File: src/rtl/noc_parameters.sv
// Shared NoC parameters for the noc18_4sw_80bits topology.
// Holds flit/field widths, response-header field offsets and the
// encodings of the target response-header FSM.
package noc_parameters;

  localparam int FLIT_W = 80;
  localparam int PATH_W = 7;
  localparam int ID_W   = 4;
  localparam int TID_W  = 4;

  // Response header field offsets
  localparam int PATH_LSB = 0;
  localparam int DEST_LSB = 7;
  localparam int SRC_LSB  = 11;
  localparam int TID_LSB  = 15;
  localparam int ERR_BIT  = 19;
  localparam int RSP_BIT  = 20;

  typedef enum logic {
    IDLE = 1'b0,
    HDR  = 1'b1
  } state_t;

endpackage

File: src/rtl/routing_target_resp.sv
// Return-route table for this target NI (topology noc18_4sw_80bits).
// Combinational: source initiator ID -> return path (first hop in LSBs)
// plus a failed-decoding flag for IDs with no route.
//   i_src    : source initiator ID of the head request
//   o_path   : return path
//   o_failed : 1 when i_src has no route
module routing_target_resp #(
  parameter int ID_W   = 4,
  parameter int PATH_W = 7
) (
  input  logic [ID_W-1:0]   i_src,
  output logic [PATH_W-1:0] o_path,
  output logic              o_failed
);

  always_comb begin
    o_path   = '0;
    o_failed = 1'b0;
    case (i_src)
      ID_W'(4'h3): o_path = PATH_W'(7'b0000000);
      ID_W'(4'h6): o_path = PATH_W'(7'b0000001);
      ID_W'(4'h9): o_path = PATH_W'(7'b0000011);
      ID_W'(4'ha): o_path = PATH_W'(7'b0000110);
      default:     o_failed = 1'b1;
    endcase
  end

endmodule

File: src/rtl/ni_target_resp_header.sv
// Target-NI response-header generator.
// Each accepted request pushes {source ID, tid} into an outstanding FIFO.
// A core response pops the oldest entry, looks up the return route and
// registers a response header flit presented with valid/ready.
//   i_clock, i_reset          : clock, synchronous active-high reset
//   i_req_valid/o_req_ready   : request capture (i_req_source, i_req_tid)
//   i_rsp_valid/o_rsp_ready   : response from target core (i_rsp_err)
//   o_hdr_valid/i_hdr_ready   : header flit handshake (o_hdr_flit)
//   o_route_error             : one-cycle pulse on an unroutable source ID
//   o_outstanding             : FIFO occupancy, 0..DEPTH
module ni_target_resp_header #(
  parameter int               DEPTH  = 4,
  parameter int               FLIT_W = noc_parameters::FLIT_W,
  parameter int               PATH_W = noc_parameters::PATH_W,
  parameter int               ID_W   = noc_parameters::ID_W,
  parameter int               TID_W  = noc_parameters::TID_W,
  parameter logic [ID_W-1:0]  MY_ID  = ID_W'(4'h1)
) (
  input  logic                       i_clock,
  input  logic                       i_reset,
  input  logic                       i_req_valid,
  output logic                       o_req_ready,
  input  logic [ID_W-1:0]            i_req_source,
  input  logic [TID_W-1:0]           i_req_tid,
  input  logic                       i_rsp_valid,
  output logic                       o_rsp_ready,
  input  logic                       i_rsp_err,
  output logic                       o_hdr_valid,
  input  logic                       i_hdr_ready,
  output logic [FLIT_W-1:0]          o_hdr_flit,
  output logic                       o_route_error,
  output logic [$clog2(DEPTH):0]     o_outstanding
);

  import noc_parameters::*;

  localparam int AW = $clog2(DEPTH);
  localparam int CW = AW + 1;

  logic [DEPTH-1:0][ID_W-1:0]  r_src;
  logic [DEPTH-1:0][TID_W-1:0] r_tid;
  logic [AW-1:0]               r_wptr, r_rptr;
  logic [CW-1:0]               r_count;
  state_t                      r_state, w_state_nxt;
  logic [FLIT_W-1:0]           r_hdr_flit;
  logic                        r_route_error;

  logic                        w_full, w_empty, w_push, w_pop;
  logic [ID_W-1:0]             w_head_src;
  logic [TID_W-1:0]            w_head_tid;
  logic [PATH_W-1:0]           w_path;
  logic                        w_failed;
  logic [FLIT_W-1:0]           w_hdr;

  assign w_full     = (r_count == CW'(DEPTH));
  assign w_empty    = (r_count == '0);
  assign w_head_src = r_src[r_rptr];
  assign w_head_tid = r_tid[r_rptr];

  // Push is gated only by full: a pop in the same cycle does not free a slot.
  assign o_req_ready = !w_full;
  assign w_push      = i_req_valid && !w_full;
  assign o_rsp_ready = (r_state == IDLE) && !w_empty;
  assign w_pop       = i_rsp_valid && o_rsp_ready;

  routing_target_resp #(.ID_W(ID_W), .PATH_W(PATH_W)) u_route (
    .i_src    (w_head_src),
    .o_path   (w_path),
    .o_failed (w_failed)
  );

  always_comb begin
    w_hdr                        = '0;
    w_hdr[PATH_LSB +: PATH_W]    = w_path;
    w_hdr[DEST_LSB +: ID_W]      = w_head_src;
    w_hdr[SRC_LSB  +: ID_W]      = MY_ID;
    w_hdr[TID_LSB  +: TID_W]     = w_head_tid;
    w_hdr[ERR_BIT]               = i_rsp_err;
    w_hdr[RSP_BIT]               = 1'b1;
  end

  always_comb begin
    w_state_nxt = r_state;
    case (r_state)
      IDLE: if (w_pop && !w_failed) w_state_nxt = HDR;
      HDR:  if (i_hdr_ready)        w_state_nxt = IDLE;
      default: w_state_nxt = IDLE;
    endcase
  end

  always_ff @(posedge i_clock) begin
    if (i_reset) begin
      r_state       <= IDLE;
      r_wptr        <= '0;
      r_rptr        <= '0;
      r_count       <= '0;
      r_hdr_flit    <= '0;
      r_route_error <= 1'b0;
    end else begin
      r_state       <= w_state_nxt;
      r_route_error <= w_pop && w_failed;
      if (w_pop && !w_failed) r_hdr_flit <= w_hdr;
      if (w_push) r_wptr <= r_wptr + 1'b1;
      if (w_pop)  r_rptr <= r_rptr + 1'b1;
      case ({w_push, w_pop})
        2'b10:   r_count <= r_count + 1'b1;
        2'b01:   r_count <= r_count - 1'b1;
        default: r_count <= r_count;
      endcase
    end
  end

  // Entry storage needs no reset; occupancy is tracked by r_count.
  always_ff @(posedge i_clock) begin
    if (w_push) begin
      r_src[r_wptr] <= i_req_source;
      r_tid[r_wptr] <= i_req_tid;
    end
  end

  assign o_hdr_valid   = (r_state == HDR);
  assign o_hdr_flit    = r_hdr_flit;
  assign o_route_error = r_route_error;
  assign o_outstanding = r_count;

  // A response with nothing outstanding is a target-core protocol violation.
  a_rsp_no_outstanding: assert property (@(posedge i_clock) disable iff (i_reset)
    !(i_rsp_valid && w_empty && (r_state == IDLE)));

endmodule

File: config.mk
export PLATFORM = sky130hd
export DESIGN_NAME = ni_target_resp_header
export DESIGN_NICKNAME = d
export VERILOG_FILES = /design/src/rtl/noc_parameters.sv /design/src/rtl/routing_target_resp.sv /design/src/rtl/ni_target_resp_header.sv
export SDC_FILE = /design/constraint.sdc
export NUM_CORES = 1
export LEC_CHECK = 0
export ABC_AREA = 1
export ABC_CLOCK_PERIOD_IN_PS = 2000
export BUFFER_PORTS_ARGS = -buffer_cell sky130_fd_sc_hd__buf_2
export CORE_AREA = 2 2 84 86
export DETAILED_ROUTE_END_ITERATION = 16
export DIE_AREA = 0 0 86 88
export GPL_ROUTABILITY_DRIVEN = 0
export PLACE_DENSITY_LB_ADDON = 0.12
export REMOVE_ABC_BUFFERS = 1
export SETUP_SLACK_MARGIN = 0.3
export SYNTH_ARGS = -nofsm -noshare
export SYNTH_HDL_FRONTEND = slang
export SYNTH_SLANG_ARGS = --single-unit
File: constraint.sdc
create_clock -name i_clock -period 2 [get_ports i_clock]
set_input_delay 0.4 -clock i_clock [delete_from_list [all_inputs] [get_ports i_clock]]
set_output_delay 0.4 -clock i_clock [all_outputs]
set_load 0.05 [all_outputs]
==> results.md, run 1 <==
- Status: completed
- Clock buffer depth: 2
- DRT antenna net count: 0
- Hold buffer count at cts: 0
- Critical path fanouts, max: 8
- Core ar.: 6640 um2
- Vias: 1950
- Num rows: 30
- Final Slew Violations: 0
- Seq. cell area: 1410 um2
- Final setup fails: 0
- # DRC: 0
- Total power: 4.77 mW
- Sum Neg Setup Slack: 0 ns
- DR WL/cell: 12.3 um
- Synth top area cells: edfxtp_1, buf_4, dfxtp_1
- Final period utilization: 88.2%
- Most common cell in the synthesized netlist: buf_4
- Post-synth ARST share: 0%
- Hold violation total from the final report: 0
- Global route overflow: 0
- Max capacitance violation total: 0
- H-tree levels: 2
- Crit Path Class: reg2reg
- Area Overhead vs Synth: 23.5%
- Setup Skew: 0.0112 ns
- Clk_lat worst skew: 0.32 ns
- Clock sink total: 54
- Die span in y: 88 um
- Highest Clock Rate: 567 MHz
- # nets final: 387
- Synthesized area: 2880 um2
- Total GRT Usage: 13.2%
- DRT iter0 DRCs: 64
- Clock transition at path regs: 0.11 ns
- Die Width: 86 um
- Critical Path AT: 1.99 ns
- Io pins: 101
- Crit path required time: 2.22 ns
- YS warnings: 0
- Area of the multi-input gates: 1270 um2
- Yosys reg bits: 54
- PD cells: 1340 nW/um2
- Worst vdd ir: 0.539 mV
- First-pass GRT wire length: 7.58 mm
- Final worst path period need: 1.76 ns
- Final core area utilization: 53.5%
- CP Capture Type: flop
- Post-synth EDFFs: 32
- Seq/Total Area, Yosys: 48.7%
- Largest net degree at the start of global routing: 19
- Ys flop type: edfxtp_1
- Filler cells: 587
- Share of the synthesized area in the top cell type: 33.4%
- Layout cells sized above 1: 43.2%
- RSZ-0062 raised after global routing: yes
- Initial DRT Pass Iterations: 4
- TritonCTS clock tree: done
- Total Die Area: 7570 um2
- Post-detail-place hpwl: 3.40 mm
- Commonest cells in the netlist: buf_4, nand2_1, edfxtp_1
- Vias in the first global route: 1524
- Synth area leader: edfxtp_1
- Cell leakage power: 1.53 nW
- Worst Hold Class: in2reg
- Syn avg cell area: 9.73 um2
- Netlist cell types: 26
- TritonCTS Buffers: 5
- Ant diodes: 0
- Clock Root Buffer: clkbuf_8
- Port bufs: 34
- Post-Route WL: 5.50 mm
- Startpoint Class: flop
- Synth Instances: 296
- Initial Util: 43.4%
- Initial antenna violation count: 0
- Vias/cell: 4.35
## timing repair
| action | CTS | global route |
|---|---|---|
| setup endpoints to repair | 16 | 19 |
| setup buffers | 10 | 13 |
| gates cloned | 1 | 3 |
| pin swaps | 7 | 12 |
| resized for setup | 22 | 60 |
## logic make-up (layout without fill, tap and decap cells)
kind of cell,after synthesis,count (layout),synth area share [%]
buf+inv,96,102,24.3
fa+ha+maj,6,6,2.87
compound gates,42,42,8.38
other cells,1,66,0.130
simple gates,97,98,15.6
flops,54,54,48.7
## layout make-up
| type | count | share of cell area [%] |
|---|---|---|
| tap | 80 | 2.81 |
| inverter | 20 | 2.92 |
| sequential | 54 | 39.6 |
| timing repair buffer | 73 | 15.3 |
| clock inverter | 3 | 1.34 |
| clock buffer | 5 | 1.94 |
| timing repair inverter | 1 | 0.317 |
| multi-input combinational | 212 | 35.7 |
## placed cells by master (no fill, tap or decap), types with 2 or more instances in the layout
master     count
nand2_8        2
ha_1           4
nand2_2       25
o21ai_1        4
nand2_1       24
clkbuf_8       5
buf_12         2
inv_2          5
nor2_2         2
nor2_1        16
edfxtp_1      32
buf_4         29
buf_2         34
inv_6          2
nand2_4        7
buf_6          6
dfxtp_2        3
o22ai_1        4
conb_1        66
clkbuf_16      2
a21oi_2       13
o21ai_0       11
nand3_4        3
nand3_2       10
inv_1         13
nand3_1        8
dfxtp_1       18
a21oi_1        8
## routing by layer
metal | track usage [%] | share of wire [%]
met4 | 3.90 | 1.5
met5 | 0 | 0
met2 | 21.3 | 48
met1 | 17.2 | 44
met3 | 4.15 | 6.7
## power breakdown
part	switching, mW	internal (mW)	leakage, nW
logic	1.64	0.932	0.996
clock network	0.394	0.383	0.0591
registers	0.0878	1.34	0.474
total	2.12	2.65	1.53
## registers in the layout, indices dropped and copies added (netlist names)
signal	cells
r_tid	16
r_rptr	2
o_hdr_valid	1
r_wptr	2
o_outstanding	3
o_hdr_flit	13
o_route_error	1
r_src	16
## worst paths after layout
check	start	slack, ns	cells after the start	to
setup / recovery	r_rptr[0]	0.24	13	o_hdr_flit[0]
hold / removal	i_req_source[3]	0.29	1	r_src[11]
setup reg to reg	r_rptr[0]	0.24	13	o_hdr_flit[0]
hold reg to reg	o_hdr_flit[10]	0.46	2	o_hdr_flit[10]
## worst max-delay path: stages, from the launching register on
cell	delay [ns]
dfxtp_4	0.40
buf_12	0.16
clkinv_16	0.07
nand2_4	0.05
nand2_1	0.04
nand2_1	0.06
nand2_2	0.10
nand2_2	0.08
nand2_2	0.06
nand2_2	0.08
nand3_4	0.19
buf_6	0.20
a21oi_2	0.11
nor2_1	0.05
## through the flow
step / setup slack, ns / area [um2] / instances / hold WS, ns
final: 0.237 / 3560 / 448 / 0.293
after CTS: 0.230 / 3160 / 432 / 0.289
after detailed placement: 0.0856 / 2890 / 413 / 0.455
after global routing: 0.126 / 3560 / 448 / 0.281
after global placement: 0.136 / 2890 / 413 / 0.453
after floorplan: -1.43 / 2510 / 285 / 0.462
No activity file was read; power rests on OpenSTA's default activity.
==> inputs of run 2 (changes only) <==
Settings changed: ABC_CLOCK_PERIOD_IN_PS 2000 to 2100, CORE_AREA 2 2 84 86 to 2 2 77 79, DIE_AREA 0 0 86 88 to 0 0 79 81.
Clock period 2 ns to 2.1 ns, I/O delays scaled along.
==> results.md, run 2 (synthesized netlist as in run 1, its figures left out) <==
- Status: completed
- Initial DRT Pass Iterations: 4 (unchanged)
- Setup Skew: 0.00726 ns (-0.00397 ns)
- Die Width: 79 um (-8.1%)
- Startpoint Class: flop
- Net Sw Frac: 45.6% (+1.2 points)
- Final period utilization: 86.0% (-2.1 points)
- Slowest stage delay, CP: 0.39 ns (about the same)
- Num rows: 28 (-6.7%)
- Clock Root Buffer: clkbuf_8
- Net Sw Power: 1.77 mW (-16%)
- Worst vdd ir: 0.547 mV (+1.4%)
- Total GRT Usage: 14.3% (+1.1 points)
- Critical Path AT: 2.02 ns (+0.03 ns)
- Initial Util: 50.7% (+7.4 points)
- Critical Path Slowest Stage Cell: fa_2
- Commonest cells after routing, fill and taps aside: conb_1, nand2_1, buf_2, edfxtp_1, nand2_2
- Global route overflow: 0 (unchanged)
- Clk_lat worst skew: 0.31 ns (about the same)
- Final setup fails: 0 (unchanged)
- Vias in the first global route: 1440 (-5.5%)
- Die span in y: 81 um (-8.0%)
- First-pass GRT wire length: 6.87 mm (-9.5%)
- Ant diodes: 0 (unchanged)
- CP Buf/Inv Count: 3 (unchanged)
- # DRC: 0 (unchanged)
- Initial antenna violation count: 0 (unchanged)
- Io pins: 101 (unchanged)
- P_int: 2.12 mW (-20%)
- Highest Clock Rate: 553 MHz (-2.4%)
- Hold Slack: 0.314 ns (+0.0213 ns)
- Hold violation total from the final report: 0 (unchanged)
- Final Slew Violations: 0 (unchanged)
- Setup ws final: 0.293 ns (+0.0561 ns)
- Port bufs: 34 (unchanged)
- Post-Route WL: 4.84 mm (-12%)
- Sum Neg Setup Slack: 0 ns (unchanged)
- H-tree levels: 2 (unchanged)
- Crit path required time: 2.31 ns (+0.09 ns)
- DR WL/cell: 11.4 um (-7.4%)
- Core ar.: 5680 um2 (-15%)
- Worst Hold Class: in2reg
- DRT iter0 DRCs: 71 (+11%)
- Combinational power share: 50.1% (-3.8 points)
- Area Overhead vs Synth: 9.90%
- Clock sink total: 54 (unchanged)
- CP Capture Type: flop
- PD cells: 1230 nW/um2 (-8.5%)
- Clock transition at path regs: 0.10 ns (about the same)
- Clock group share of total power: 15.5% (-0.8 points)
- RSZ-0062 raised after global routing: yes
- Final worst path period need: 1.81 ns (+0.0439 ns)
- Vias: 1894 (-2.9%)
- Largest net degree at the start of global routing: 19 (unchanged)
- TritonCTS clock tree: done
- Max capacitance violation total: 0 (unchanged)
- Total Die Area: 6400 um2 (-15%)
- Clock buffer depth: 2 (unchanged)
- Vias/cell: 4.45 (+2.1%)
- Sequential Power Share: 34.3% (+4.4 points)
- Critical path fanouts, max: 3 (-5)
- Post-detail-place hpwl: 3.28 mm (-3.4%)
- Worst-path cell chain: inv_2 > a31oi_4 > nand2_2 > inv_2 > ha_4 > inv_4 > fa_2 > a21oi_2 > o21ai_1 > o21ai_1 > a21oi_1
- DRT antenna net count: 0 (unchanged)
- # nets final: 370 (-4.4%)
- Layout cells sized above 1: 32.2% (-11 points)
- Post-Place Setup Slack: 0.157 ns (+0.0714 ns)
- Cell leakage power: 1.41 nW (-7.6%)
- CP top delay family: compound AO/OA/AOI/OAI gates
- Hold buffer count at cts: 0 (unchanged)
- Commonest non-fill, non-tap cell in the layout: conb_1
- Crit Path Class: reg2reg
- TritonCTS Buffers: 5 (unchanged)
-- run 2: cell count changes in the layout (fill, tap and decap cells not counted), sizes merged --
cell	previous run	this run
inv	22	20
clkinv	1	2
bufinv	1	0
nand3	21	22
clkinvlp	0	1
buf	71	56
clkbuf	7	5
-- run 2: timing repair --
item	4_1_cts	5_1_grt
endpoints found under the setup margin	15	16
resized for setup	6	27
setup buffers	0	11
pin swaps	1	10
gates cloned	0	2
-- run 2: worst paths after layout --
path / startpoint / end / depth (start not counted) / slack, ns
max reg2reg: o_outstanding[2] / o_outstanding[2] / 11 / 0.29
min: i_req_tid[0] / r_tid[0] / 1 / 0.31
max: o_outstanding[2] / o_outstanding[2] / 11 / 0.29
min reg2reg: o_hdr_flit[15] / o_hdr_flit[15] / 2 / 0.47
-- run 2: power by group through the flow --
stage                     combinational, mW  sequential (mW)  clock [mW]
after floorplan                       0.937             1.62           0
after global placement                 1.56             1.34           0
after detailed placement               1.58             1.35           0
after CTS                              1.62             1.32       0.621
after global routing                   2.10             1.35       0.668
final                                  1.95             1.33       0.604
-- run 2: cell type report --
type | instances | area, um2
Fill cell | 505 | 2510
Clock buffer | 5 | 68.8
Tap cell | 75 | 93.8
Multi-Input combinational cell | 213 | 1120
Clock inverter | 3 | 25.0
Inverter | 20 | 90.1
Timing Repair Buffer | 56 | 363
Sequential cell | 54 | 1410
-- run 2: per-layer routing --
| layer | track usage (%) | vias up | part of all wire (%) |
|---|---|---|---|
| li1 | - | 950 | - |
| met1 | 17.3 | 866 | 40 |
| met2 | 24.7 | 72 | 52 |
| met3 | 3.78 | 6 | 6.0 |
| met4 | 5.17 | 0 | 1.3 |
| met5 | 0 | - | 0 |
-- run 2: through the flow --
step | utilization [%] | instance area, um2 | power (mW) | instances
after global placement | 50.3 | 2850 | 2.91 | 405
final | 55.8 | 3170 | 3.89 | 426
after detailed placement | 50.3 | 2850 | 2.92 | 405
after CTS | 52.2 | 2970 | 3.56 | 413
after global routing | 55.8 | 3170 | 4.12 | 426
after floorplan | - | 2510 | 2.56 | 285
-- run 2: worst reg2reg max path, cell delays in order, from the launching register on --
cell and delay [ns]:
dfxtp_2 0.36, inv_2 0.06, a31oi_4 0.18, nand2_2 0.08, inv_2 0.07, ha_4 0.14
inv_4 0.04, fa_2 0.39, a21oi_2 0.12, o21ai_1 0.08, o21ai_1 0.13, a21oi_1 0.05
